--- src/rtl/mux_rr_arbiter_if.sv ---
// rtl/mux_rr_arbiter_if.sv - request/grant/done handshake and shared mux data bundle for mux_rr_arbiter
interface mux_rr_arbiter_if #(
   parameter int DATA_W = 2
);
   logic              req_a;
   logic              req_b;
   logic              done_a;
   logic              done_b;
   logic [DATA_W-1:0] A;
   logic [DATA_W-1:0] B;
   logic              grant_a;
   logic              grant_b;
   logic              sel;
   logic [DATA_W-1:0] Y;
   logic              y_valid;
   logic              preempt;

   modport master (
      output req_a, req_b, done_a, done_b, A, B,
      input  grant_a, grant_b, sel, Y, y_valid, preempt
   );

   modport slave (
      input  req_a, req_b, done_a, done_b, A, B,
      output grant_a, grant_b, sel, Y, y_valid, preempt
   );
endinterface

--- src/rtl/mux_rr_arbiter.sv ---
// rtl/mux_rr_arbiter.sv - two-requester round-robin arbiter owning a registered 2:1 mux datapath
// ARB_HOLD_LIMIT_EN enables the MAX_HOLD forced-release counter and the preempt pulse.
module mux_rr_arbiter #(
   parameter int DATA_W = 2
`ifdef ARB_HOLD_LIMIT_EN
   , parameter int MAX_HOLD = 8
`endif
) (
   input logic             clk,
   input logic             rst_n,
   mux_rr_arbiter_if.slave bus
);
   typedef enum logic [1:0] {IDLE, OWN_A, OWN_B} state_t;

   state_t            state, state_nxt;
   logic              last_owner, last_owner_nxt;   // 1 = B owned last
   logic              sel_q, sel_nxt;
   logic [DATA_W-1:0] y_q;
   logic              y_valid_q;

`ifdef ARB_HOLD_LIMIT_EN
   localparam int CNT_W = $clog2(MAX_HOLD + 1);
   logic [CNT_W-1:0] hold_cnt;
   logic             hold_at_max;
   logic             preempt_q, preempt_nxt;

   assign hold_at_max = (hold_cnt == CNT_W'(MAX_HOLD));
`endif

   always_comb begin
      state_nxt      = state;
      last_owner_nxt = last_owner;
`ifdef ARB_HOLD_LIMIT_EN
      preempt_nxt    = 1'b0;
`endif
      case (state)
         IDLE: begin
            if (bus.req_a && bus.req_b)
               state_nxt = last_owner ? OWN_A : OWN_B;
            else if (bus.req_a)
               state_nxt = OWN_A;
            else if (bus.req_b)
               state_nxt = OWN_B;
         end
         OWN_A: begin
            if (bus.done_a || !bus.req_a) begin
               last_owner_nxt = 1'b0;
               state_nxt      = bus.req_b ? OWN_B : IDLE;
            end
`ifdef ARB_HOLD_LIMIT_EN
            else if (hold_at_max && bus.req_b) begin
               last_owner_nxt = 1'b0;
               state_nxt      = OWN_B;
               preempt_nxt    = 1'b1;
            end
`endif
         end
         OWN_B: begin
            if (bus.done_b || !bus.req_b) begin
               last_owner_nxt = 1'b1;
               state_nxt      = bus.req_a ? OWN_A : IDLE;
            end
`ifdef ARB_HOLD_LIMIT_EN
            else if (hold_at_max && bus.req_a) begin
               last_owner_nxt = 1'b1;
               state_nxt      = OWN_A;
               preempt_nxt    = 1'b1;
            end
`endif
         end
         default: state_nxt = IDLE;
      endcase

      // select tracks the owner and keeps the last owner's path while idle
      sel_nxt = sel_q;
      if (state_nxt == OWN_A)
         sel_nxt = 1'b0;
      else if (state_nxt == OWN_B)
         sel_nxt = 1'b1;
   end

   always_ff @(posedge clk or negedge rst_n) begin
      if (!rst_n) begin
         state      <= IDLE;
         last_owner <= 1'b1;
         sel_q      <= 1'b0;
      end else begin
         state      <= state_nxt;
         last_owner <= last_owner_nxt;
         sel_q      <= sel_nxt;
      end
   end

   always_ff @(posedge clk or negedge rst_n) begin
      if (!rst_n) begin
         y_q       <= '0;
         y_valid_q <= 1'b0;
      end else begin
         case (state)
            OWN_A: begin
               y_q       <= bus.A;
               y_valid_q <= 1'b1;
            end
            OWN_B: begin
               y_q       <= bus.B;
               y_valid_q <= 1'b1;
            end
            default: y_valid_q <= 1'b0;
         endcase
      end
   end

`ifdef ARB_HOLD_LIMIT_EN
   // counts owned cycles: 1 on the first grant cycle, saturating at MAX_HOLD
   always_ff @(posedge clk or negedge rst_n) begin
      if (!rst_n) begin
         hold_cnt  <= '0;
         preempt_q <= 1'b0;
      end else begin
         preempt_q <= preempt_nxt;
         if (state_nxt == IDLE)
            hold_cnt <= '0;
         else if (state_nxt != state)
            hold_cnt <= CNT_W'(1);
         else if (!hold_at_max)
            hold_cnt <= hold_cnt + CNT_W'(1);
      end
   end

   assign bus.preempt = preempt_q;
`else
   assign bus.preempt = 1'b0;
`endif

   assign bus.grant_a = (state == OWN_A);
   assign bus.grant_b = (state == OWN_B);
   assign bus.sel     = sel_q;
   assign bus.Y       = y_q;
   assign bus.y_valid = y_valid_q;
endmodule

--- src/flat_wrapper.sv ---
// flat-port wrapper written by rule: the top's interface ports become plain ports
module mux_rr_arbiter_flat 
#(
   parameter int DATA_W = 2

)
  (clk, rst_n, bus_req_a, bus_req_b, bus_done_a, bus_done_b, bus_A, bus_B, bus_grant_a, bus_grant_b, bus_sel, bus_Y, bus_y_valid, bus_preempt);
  mux_rr_arbiter_if #(.DATA_W(DATA_W)) bus_i ();
  input logic clk;
  input logic rst_n;
  input wire logic [$bits(bus_i.req_a)-1:0] bus_req_a;
  input wire logic [$bits(bus_i.req_b)-1:0] bus_req_b;
  input wire logic [$bits(bus_i.done_a)-1:0] bus_done_a;
  input wire logic [$bits(bus_i.done_b)-1:0] bus_done_b;
  input wire logic [$bits(bus_i.A)-1:0] bus_A;
  input wire logic [$bits(bus_i.B)-1:0] bus_B;
  output wire logic [$bits(bus_i.grant_a)-1:0] bus_grant_a;
  output wire logic [$bits(bus_i.grant_b)-1:0] bus_grant_b;
  output wire logic [$bits(bus_i.sel)-1:0] bus_sel;
  output wire logic [$bits(bus_i.Y)-1:0] bus_Y;
  output wire logic [$bits(bus_i.y_valid)-1:0] bus_y_valid;
  output wire logic [$bits(bus_i.preempt)-1:0] bus_preempt;
  assign bus_i.req_a = bus_req_a;
  assign bus_i.req_b = bus_req_b;
  assign bus_i.done_a = bus_done_a;
  assign bus_i.done_b = bus_done_b;
  assign bus_i.A = bus_A;
  assign bus_i.B = bus_B;
  assign bus_grant_a = bus_i.grant_a;
  assign bus_grant_b = bus_i.grant_b;
  assign bus_sel = bus_i.sel;
  assign bus_Y = bus_i.Y;
  assign bus_y_valid = bus_i.y_valid;
  assign bus_preempt = bus_i.preempt;
  mux_rr_arbiter #(.DATA_W(DATA_W)) u_core (.clk(clk), .rst_n(rst_n), .bus(bus_i));
endmodule
--- config.mk ---
export PLATFORM = sky130hd
export DESIGN_NAME = mux_rr_arbiter_flat
export DESIGN_NICKNAME = d
export VERILOG_FILES = /design/src/rtl/mux_rr_arbiter_if.sv /design/src/rtl/mux_rr_arbiter.sv /design/src/flat_wrapper.sv
export SDC_FILE = /design/constraint.sdc
export NUM_CORES = 1
export LEC_CHECK = 0
export ABC_AREA = 1
export CAP_MARGIN = 20
export CORE_AREA = 5 5 42 44
export CTS_CLUSTER_SIZE = 12
export DETAILED_ROUTE_END_ITERATION = 8
export DIE_AREA = 0 0 47 49
export PLACE_DENSITY_LB_ADDON = 0.25
export SETUP_SLACK_MARGIN = 0.2
export SLEW_MARGIN = 5
export SYNTH_ARGS = -nofsm -noshare
export SYNTH_HDL_FRONTEND = slang
export SYNTH_SLANG_ARGS = --single-unit
--- constraint.sdc ---
create_clock -name clk -period 1.87 [get_ports clk]
set_input_delay 0.374 -clock clk [delete_from_list [all_inputs] [get_ports clk]]
set_output_delay 0.374 -clock clk [all_outputs]
set_load 0.005 [all_outputs]
==> flow_summary.ini, run 1 <==
[run_status]
status = complete, no violations

[setup_path]
crit_arrival_ns = 1.73
critPathBufInv = 3
critical_path_class = register to register
cp_cell_sequence = inv_2 -> buf_4 -> ha_2 -> nand3_1 -> nand3_1 -> nand2_1 -> inv_1 -> ha_4 -> nand2_1 -> o21ai_1
max_stage_delay_ns = 0.43
crit_family = flip-flops
cp-end-kind = register
cpMaxStageDelayCell = dfrtp_2
rrSetupSlack_ns = 0.28
critical_path.max_fanout = 4
start_kind = register
required_ns = 2.01

[detailed_routing]
vias = 441
drt_iter0_markers = 3
via_per_inst = 4.594
drtPass1Iterations = 2
drc = 0
avgRoutedWirePerCell_um = 10.98
drt_wl_total_mm = 1.054
ant_nets = 0

[timing]
clock_skew_ns = 0.005028
rsz0062_at_grt = false
final.period_utilization_pct = 85.16
slew_viol_final = 0
fin_crit_ns = 1.593
setup_tns_ns = 0
hold_violations = 0
fmax_mhz = 627.9
setup_viol = 0

[cells_and_area]
final_core_util_pct = 51.34
final_common_cell = nand2_1
layout-drive-gt1-share_pct = 27.50
nFillCells = 157
syn_to_final_growth_pct = 56.68
final_cell_mix = nand2_1 (17), clkdlybuf4s50_1 (11), nand3_1 (6), inv_1 (5)
antenna_cells = 0
final_nets = 97
fin_area_um2 = 719.4

[place]
post_dp_cell_area_um2 = 629.4
portBuffers = 15
place_congestion = 0.8305
post-dp-hpwl_um = 808.8

[grt]
grt_first_pass_wirelength_mm = 1.752
groute.usage.overall_pct = 10.33
grt_overflow = 0
grt_pass1_vias = 455
antenna_found_initial = 0
grt_max_degree = 8

[cts]
path_clk_slew_ns = 0.05
ctsHoldBuffers = 0
clkSinkCount = 7
htree_levels = 1
cts-root-buf = clkbuf_4
clock_latency_ns = 0.25
cts_buffers = 3
cts_tree = done
cts_max_path_buffers = 2

[floorplan]
dieHeight_um = 49
ioPinCount = 17
die_area_mm2 = 0.002303
initial_core_util_pct = 32.77
core-area_mm2 = 0.001401
die_x_um = 47
rows = 14

[yosys]
synth_fp_nets = 75
avgSynthCellArea_um2 = 7.783
syn_inst = 59
ys_ff_latch = 7
synth_area_um2 = 459.2
synth_cell_type_count = 15
yosysWarnings = 0
seq_area_frac_synth_pct = 38.42

[min_path]
hp-class = primary input to asynchronous set/reset pin

[power_and_ir_drop]
leakagePower_nw = 0.3698
irDropWorstVdd_mv = 0.6763
p_per_area_mw_per_mm2 = 1423

[flow_run]
max_cap_viol_count = 0
## worst paths after layout
check                      cells past startpoint               from                 to
setup / recovery                              10    u_core.state[0]     u_core.bus.sel
hold reg to reg                                2  u_core.last_owner  u_core.last_owner
hold / removal                                 1              rst_n     u_core.bus.sel
max in group asynchronous                      1              rst_n  u_core.last_owner
min in group clk                               2  u_core.last_owner  u_core.last_owner
setup reg to reg                              10    u_core.state[0]     u_core.bus.sel
## synthesized netlist by cell type
library cell,number,share of area [%]
a31oi_1,2,2.7
buf_4,1,1.6
conb_1,1,0.82
dfrtp_1,6,33
dfstp_2,1,5.7
ha_1,6,16
inv_1,8,6.5
inv_2,1,0.82
nand2_1,17,14
nand2_2,2,2.7
nand3_1,8,8.7
nand3_2,1,2.2
nand4_1,1,1.4
nor2_1,2,1.6
o21ai_0,2,2.2
## registers in the layout (all words and copies together), names as in the netlist
signal and cells:
u_core.bus.Y 2, u_core.state 2, u_core.bus.sel 1, u_core.bus.y_valid 1
u_core.last_owner 1
## report_power, final
| group | total, mW | leakage, nW | switching (mW) | internal (mW) |
|---|---|---|---|---|
| Clock | 0.135 | 0.0150 | 0.0539 | 0.0813 |
| Sequential | 0.291 | 0.0791 | 0.0548 | 0.236 |
| Combinational | 0.597 | 0.276 | 0.281 | 0.316 |
| Total | 1.02 | 0.370 | 0.390 | 0.634 |
## worst reg2reg max path, cell delays in order, from the launching register on
cell and delay, ns:
dfrtp_2 0.43, inv_2 0.09, buf_4 0.12, ha_2 0.18
nand3_1 0.08, nand3_1 0.09, nand2_1 0.05, inv_1 0.10
ha_4 0.21, nand2_1 0.06, o21ai_1 0.06
## cell type report
cell class                 count  area, um^2  area share (%)
multi-input combinational     42       281.5           39.13
sequential                     7       178.9           24.87
timing repair buffer          18       178.9           24.87
inverter                       9       33.78           4.696
clock buffer                   4       26.28           3.652
tap                           16       20.02           2.783
## per-layer routing
metal  share of wire [%]  vias up  wire length, um  GRT usage [%]
met5                   0        -                0              0
li1                    -      227                -              -
met4                 1.0        0               11          6.912
met2                  48       18              509          14.48
met1                  39      194              408          12.50
met3                  12        2              124          4.059
## logic make-up (layout without fill, tap and decap cells)
| family | Yosys count | count (layout) | synth area share, % |
|---|---|---|---|
| buffers and inverters | 10 | 31 | 8.992 |
| adder cells (fa/ha/maj) | 6 | 6 | 16.35 |
| flip-flops | 7 | 7 | 38.42 |
| AND/OR/NAND/NOR | 31 | 31 | 30.52 |
| AO/OA/AOI/OAI | 4 | 4 | 4.904 |
| other | 1 | 1 | 0.8167 |
## repair_timing
action                     in CTS  in global routing
setup buffers                   2                  0
resized for setup               7                 10
pin swaps                       0                  2
setup endpoints to repair       3                  2
## stage by stage
step | hold WS [ns] | worst slack (ns) | std cells | power [mW]
floorplan | 0.07841 | 0.2614 | 59 | 0.5696
global placement | 0.4870 | 0.01081 | 90 | 0.7994
finish | 0.3751 | 0.2775 | 96 | 1.024
detailed placement | 0.4943 | -0.009398 | 90 | 0.8068
global route | 0.3918 | 0.1886 | 96 | 1.137
CTS | 0.3825 | 0.04191 | 96 | 0.9980
No activity file was read; power rests on OpenSTA's default activity.
==> run 2, diff against run 1 <==
--- a/config.mk
+++ b/config.mk
@@ -5,7 +5,6 @@
 export SDC_FILE = /design/constraint.sdc
 export NUM_CORES = 1
 export LEC_CHECK = 0
-export ABC_AREA = 1
 export CAP_MARGIN = 20
 export CORE_AREA = 5 5 42 44
 export CTS_CLUSTER_SIZE = 12
@@ -13,7 +12,6 @@
 export DIE_AREA = 0 0 47 49
 export PLACE_DENSITY_LB_ADDON = 0.25
 export SETUP_SLACK_MARGIN = 0.2
-export SLEW_MARGIN = 5
 export SYNTH_ARGS = -nofsm -noshare
 export SYNTH_HDL_FRONTEND = slang
 export SYNTH_SLANG_ARGS = --single-unit
==> run 2 against run 1 <==
Synthesized cell count shrank 22%. Wire length grew 20%. Total power grew 32%. Sequential share of layout area shrank 4.2 points. Via count grew 1.6%. Area after synthesis grew 4.6%. Sequential power shrank 2%. Combinational power grew 55%. Clock power grew 3%. Hold slack gained 0.0089 ns. Cell area grew 20%.
==> flow_summary.ini, run 2 <==
[setup_path]
r2r-start = u_core.state[1]
crit_arrival_ns = 1.90
start_kind = register
critical_path_class = register to register
r2r_end = u_core.bus.sel
critical_path.max_fanout = 3
required_ns = 2.05
reg2reg_depth = 8
cp-end-kind = register
rrSetupSlack_ns = 0.16

[place]
dp_slack_ns = -0.3242
post-dp-hpwl_um = 860.4
place_congestion = 0.7984
post_dp_cell_area_um2 = 701.9
dp_cells = 81
portBuffers = 15

[yosys]
seq_area_frac_synth_pct = 36.72
synthTopCellsByCount = dfrtp_1 (6), ha_1 (6), nand2_1 (4)
yosysWarnings = 0
syn_inst = 46
avgSynthCellArea_um2 = 10.44
synthArstFlopShare_pct = 100.0
post_synth_main_area_contributors = dfrtp_1 (31%), ha_1 (16%), dfstp_2 (5.5%)
ys_ff_latch = 7
synth_cell_type_count = 26
synth_fp_nets = 62
synth_top_area_share_pct = 31.25
synthFlopType = dfrtp_1
synth_area_um2 = 480.5
synth_top_area_cell = dfrtp_1
synth_edf_count = 0

[cells_and_area]
layout-drive-gt1-share_pct = 51.35
final_core_util_pct = 61.43
final_nets = 91
antenna_cells = 0
final_cells = 90
fin_area_um2 = 860.8
syn_to_final_growth_pct = 79.17
nFillCells = 128
final_cell_mix = clkdlybuf4s50_1 (9), buf_4 (8), dlygate4sd2_1 (5), dfrtp_1 (5), ha_4 (4)
final_common_cell = clkdlybuf4s50_1

[floorplan]
die_x_um = 47
core-area_mm2 = 0.001401
rows = 14
dieHeight_um = 49
die_area_mm2 = 0.002303
ioPinCount = 17
initial_core_util_pct = 34.29

[detailed_routing]
ant_nets = 0
drc = 0
via_per_inst = 4.978
drt_wl_total_mm = 1.270
met2_wirelength_um = 622
drt_iter0_markers = 8
avgRoutedWirePerCell_um = 14.11
wl_met1_um = 523
top_layer_used = met4
vias = 448
drtPass1Iterations = 4
routed-wl-met3_um = 106

[cts]
cts_max_path_buffers = 2
cts-root-buf = clkbuf_4
clkSinkCount = 7
htree_levels = 1
cts_buffers = 3
cts_tree = done
clock_latency_ns = 0.25
path_clk_slew_ns = 0.05

[timing]
whs_ns = 0.3840
rsz0062_at_grt = true
fmax_mhz = 583.2
timing.final.ws_setup_ns = 0.1554
slew_viol_final = 0
final.period_utilization_pct = 91.69
setup_tns_ns = 0
fin_crit_ns = 1.715
hold_violations = 0
setup_viol = 0
clock_skew_ns = 0.0008751

[grt]
grt_overflow = 0
antenna_found_initial = 0
grt_first_pass_wirelength_mm = 2.194
grt_pass1_vias = 450
grt_max_degree = 8
groute.usage.overall_pct = 12.96

[flow_run]
max_cap_viol_count = 0

[power_and_ir_drop]
p_per_area_mw_per_mm2 = 1570
p_total_mw = 1.352
irDropWorstVdd_mv = 0.9785
leakagePower_nw = 0.3590

[run_status]
status = complete, no violations

[min_path]
hp-class = primary input to asynchronous set/reset pin
[run 2: worst max-delay path by stage]
stage,startpoint,endpoint,depth (start not counted)
after floorplan,u_core.state[0],u_core.bus.sel,8
after global routing,u_core.state[1],u_core.bus.sel,8
after global placement,bus_req_b,u_core.bus.sel,7
after CTS,u_core.state[1],u_core.bus.sel,8
after detailed placement,bus_req_b,u_core.bus.sel,7
final,u_core.state[1],u_core.bus.sel,8
[run 2: final cells by class]
| type | instances | area (um^2) | share of cell area [%] |
|---|---|---|---|
| clock buffer | 4 | 26.28 | 3.052 |
| inverter | 3 | 11.26 | 1.308 |
| multi-input combinational | 35 | 404.1 | 46.95 |
| sequential | 7 | 177.7 | 20.64 |
| tap | 16 | 20.02 | 2.326 |
| timing repair buffer | 25 | 221.5 | 25.73 |
[run 2: routing by layer]
layer | GRT usage (%) | up-vias
li1 | - | 216
met1 | 16.78 | 212
met2 | 19.46 | 18
met3 | 3.690 | 2
met4 | 5.530 | 0
met5 | 0 | -
[run 2: critical path, stage by stage, from the launching register on]
cell and delay, ns:
dfrtp_2 0.41, buf_6 0.13, ha_4 0.14, and3b_4 0.20, a221oi_4 0.23, o32ai_4 0.15, ha_4 0.29, nand2_2 0.04
o21ai_2 0.04
[run 2: timing repair]
action                                  CTS  global route
pin swaps                                 2             2
hold buffers                              0             0
endpoints found under the setup margin    3             4
cloned                                    0             0
buffers inserted                          5             0
resized for setup                        16            10
[run 2: cell families (layout without fill, tap and decap cells)]
kind of cell    after synthesis  after routing  share of synthesized area [%]
simple gates                 11             11                          12.50
compound gates               13             13                          20.84
fa+ha+maj                     6              6                          15.62
buf+inv                       4             32                          3.907
mux                           4              4                          9.635
other cells                   1              1                         0.7805
flops                         7              7                          36.72
[run 2: power by group]
part	internal [mW]	switching, mW	leakage (nW)
Sequential	0.237	0.0490	0.0800
Clock	0.0815	0.0571	0.0150
Combinational	0.527	0.400	0.264
Total	0.846	0.506	0.359
==> run 3, diff against run 2 <==
--- a/config.mk
+++ b/config.mk
@@ -6,11 +6,12 @@
 export NUM_CORES = 1
 export LEC_CHECK = 0
 export CAP_MARGIN = 20
-export CORE_AREA = 5 5 42 44
+export CORE_AREA = 4 4 41 43
 export CTS_CLUSTER_SIZE = 12
 export DETAILED_ROUTE_END_ITERATION = 8
-export DIE_AREA = 0 0 47 49
-export PLACE_DENSITY_LB_ADDON = 0.25
+export DIE_AREA = 0 0 45 47
+export PLACE_DENSITY = 0.66
+export RECOVER_POWER = 50
 export SETUP_SLACK_MARGIN = 0.2
 export SYNTH_ARGS = -nofsm -noshare
 export SYNTH_HDL_FRONTEND = slang
==> run 3 against run 2 <==
Wire length decreased by 2.8%. Total power decreased by 2.6%. Largest power group unchanged. Highest routed layer unchanged. Critical path depth unchanged.
==> flow_summary.ini, run 3 (same netlist as run 2, synthesis figures left out) <==
[power_and_ir_drop]
leakagePower_nw = 0.3575
p_per_area_mw_per_mm2 = 1551
irDropWorstVdd_mv = 0.7572

[min_path]
hp-class = primary input to asynchronous set/reset pin

[setup_path]
critPathBufInv = 1
crit_arrival_ns = 1.87
critical_path.max_fanout = 3
crit_family = adder cells
critical_path_class = register to register
required_ns = 2.01
reg2reg_depth = 8
cpMaxStageDelayCell = dfrtp_1
worst_path_most_repeated_cell = ha_4
max_stage_delay_ns = 0.39
start_kind = register
cp-end-kind = register
r2r-start = u_core.state[0]
r2r_end = u_core.bus.sel
rrSetupSlack_ns = 0.13
cp_cell_sequence = inv_1 -> ha_4 -> and3b_4 -> a221oi_4 -> o32ai_4 -> ha_4 -> nand2_1 -> o21ai_1

[cells_and_area]
final_cell_mix = clkdlybuf4s50_1 (9), buf_4 (7), dfrtp_1 (5)
antenna_cells = 0
final_nets = 91
final_common_cell = clkdlybuf4s50_1
layout-drive-gt1-share_pct = 44.59
final_core_util_pct = 65.19
fin_area_um2 = 848.3
syn_to_final_growth_pct = 76.56

[place]
place_congestion = 0.7300
dp_slack_ns = -0.2812
post_dp_cell_area_um2 = 693.2
post-dp-hpwl_um = 847
portBuffers = 15

[timing]
whs_ns = 0.4505
fmax_mhz = 575.9
rsz0062_at_grt = true
slew_viol_final = 0
fin_crit_ns = 1.736
clock_skew_ns = 0.0006284
setup_viol = 0
hold_violations = 0
timing.final.ws_setup_ns = 0.1337
final.period_utilization_pct = 92.85

[cts]
clock_latency_ns = 0.25
clkSinkCount = 7
cts_buffers = 3
path_clk_slew_ns = 0.05
htree_levels = 1
cts_max_path_buffers = 2
cts_tree = done
cts-root-buf = clkbuf_4

[floorplan]
die_area_mm2 = 0.002115
die_x_um = 45
ioPinCount = 17
initial_core_util_pct = 36.92
dieHeight_um = 47
rows = 13
core-area_mm2 = 0.001301

[detailed_routing]
drtPass1Iterations = 2
vias = 446
ant_nets = 0
drt_wl_total_mm = 1.235
via_per_inst = 5.011
drt_iter0_markers = 6
drc = 0
avgRoutedWirePerCell_um = 13.88

[grt]
grt_first_pass_wirelength_mm = 2.104
grt_overflow = 0
groute.usage.overall_pct = 14.64
antenna_found_initial = 0
grt_max_degree = 8
grt_pass1_vias = 503

[flow_run]
max_cap_viol_count = 0

[run_status]
status = complete, no violations
## run 3: per-layer routing
metal / vias to the layer above / GRT usage [%] / share of wire [%]
li1: 219 / - / -
met1: 202 / 12.99 / 38
met2: 19 / 26.84 / 51
met3: 6 / 3.448 / 7.4
met4: 0 / 14.04 / 4.1
met5: - / 0 / 0
## run 3: where the power goes
part | internal [mW] | switching (mW)
combinational | 0.515 | 0.379
clock | 0.0813 | 0.0538
sequential | 0.237 | 0.0495
total | 0.834 | 0.483
## run 3: final cells by class
class	instances	area [um^2]
Sequential cell	7	177.7
Tap cell	15	18.77
Inverter	3	11.26
Multi-Input combinational cell	35	387.9
Fill cell	112	452.9
Timing Repair Buffer	25	226.5
Clock buffer	4	26.28
## run 3: worst max path at each step
| stage | startpoint | slack, ns | endpoint | depth (start not counted) |
|---|---|---|---|---|
| 2_1_floorplan | u_core.state[0] | 0.12 | u_core.bus.sel | 8 |
| 3_3_place_gp | bus_req_b | -0.31 | u_core.bus.sel | 7 |
| 3_5_place_dp | bus_req_b | -0.28 | u_core.bus.sel | 7 |
| 4_1_cts | u_core.state[1] | 0.16 | u_core.bus.sel | 8 |
| 5_1_grt | u_core.state[0] | 0.07 | u_core.bus.sel | 8 |
| 6_report | u_core.state[0] | 0.13 | u_core.bus.sel | 8 |
## run 3: timing repair
| item | 4_1_cts | 5_1_grt |
|---|---|---|
| setup endpoints to repair | 3 | 4 |
| hold buffers | 0 | 0 |
| pin swaps | 2 | 1 |
| resized for setup | 21 | 1 |
| setup buffers | 6 | 0 |
## run 3: metrics by stage
stage	instances	setup TNS (ns)	total power [mW]
after floorplan	46	0	0.6876
after global placement	79	-0.3097	0.9325
after detailed placement	79	-0.2812	0.9398
after CTS	89	0	1.328
after global routing	89	0	1.423
final	89	0	1.316
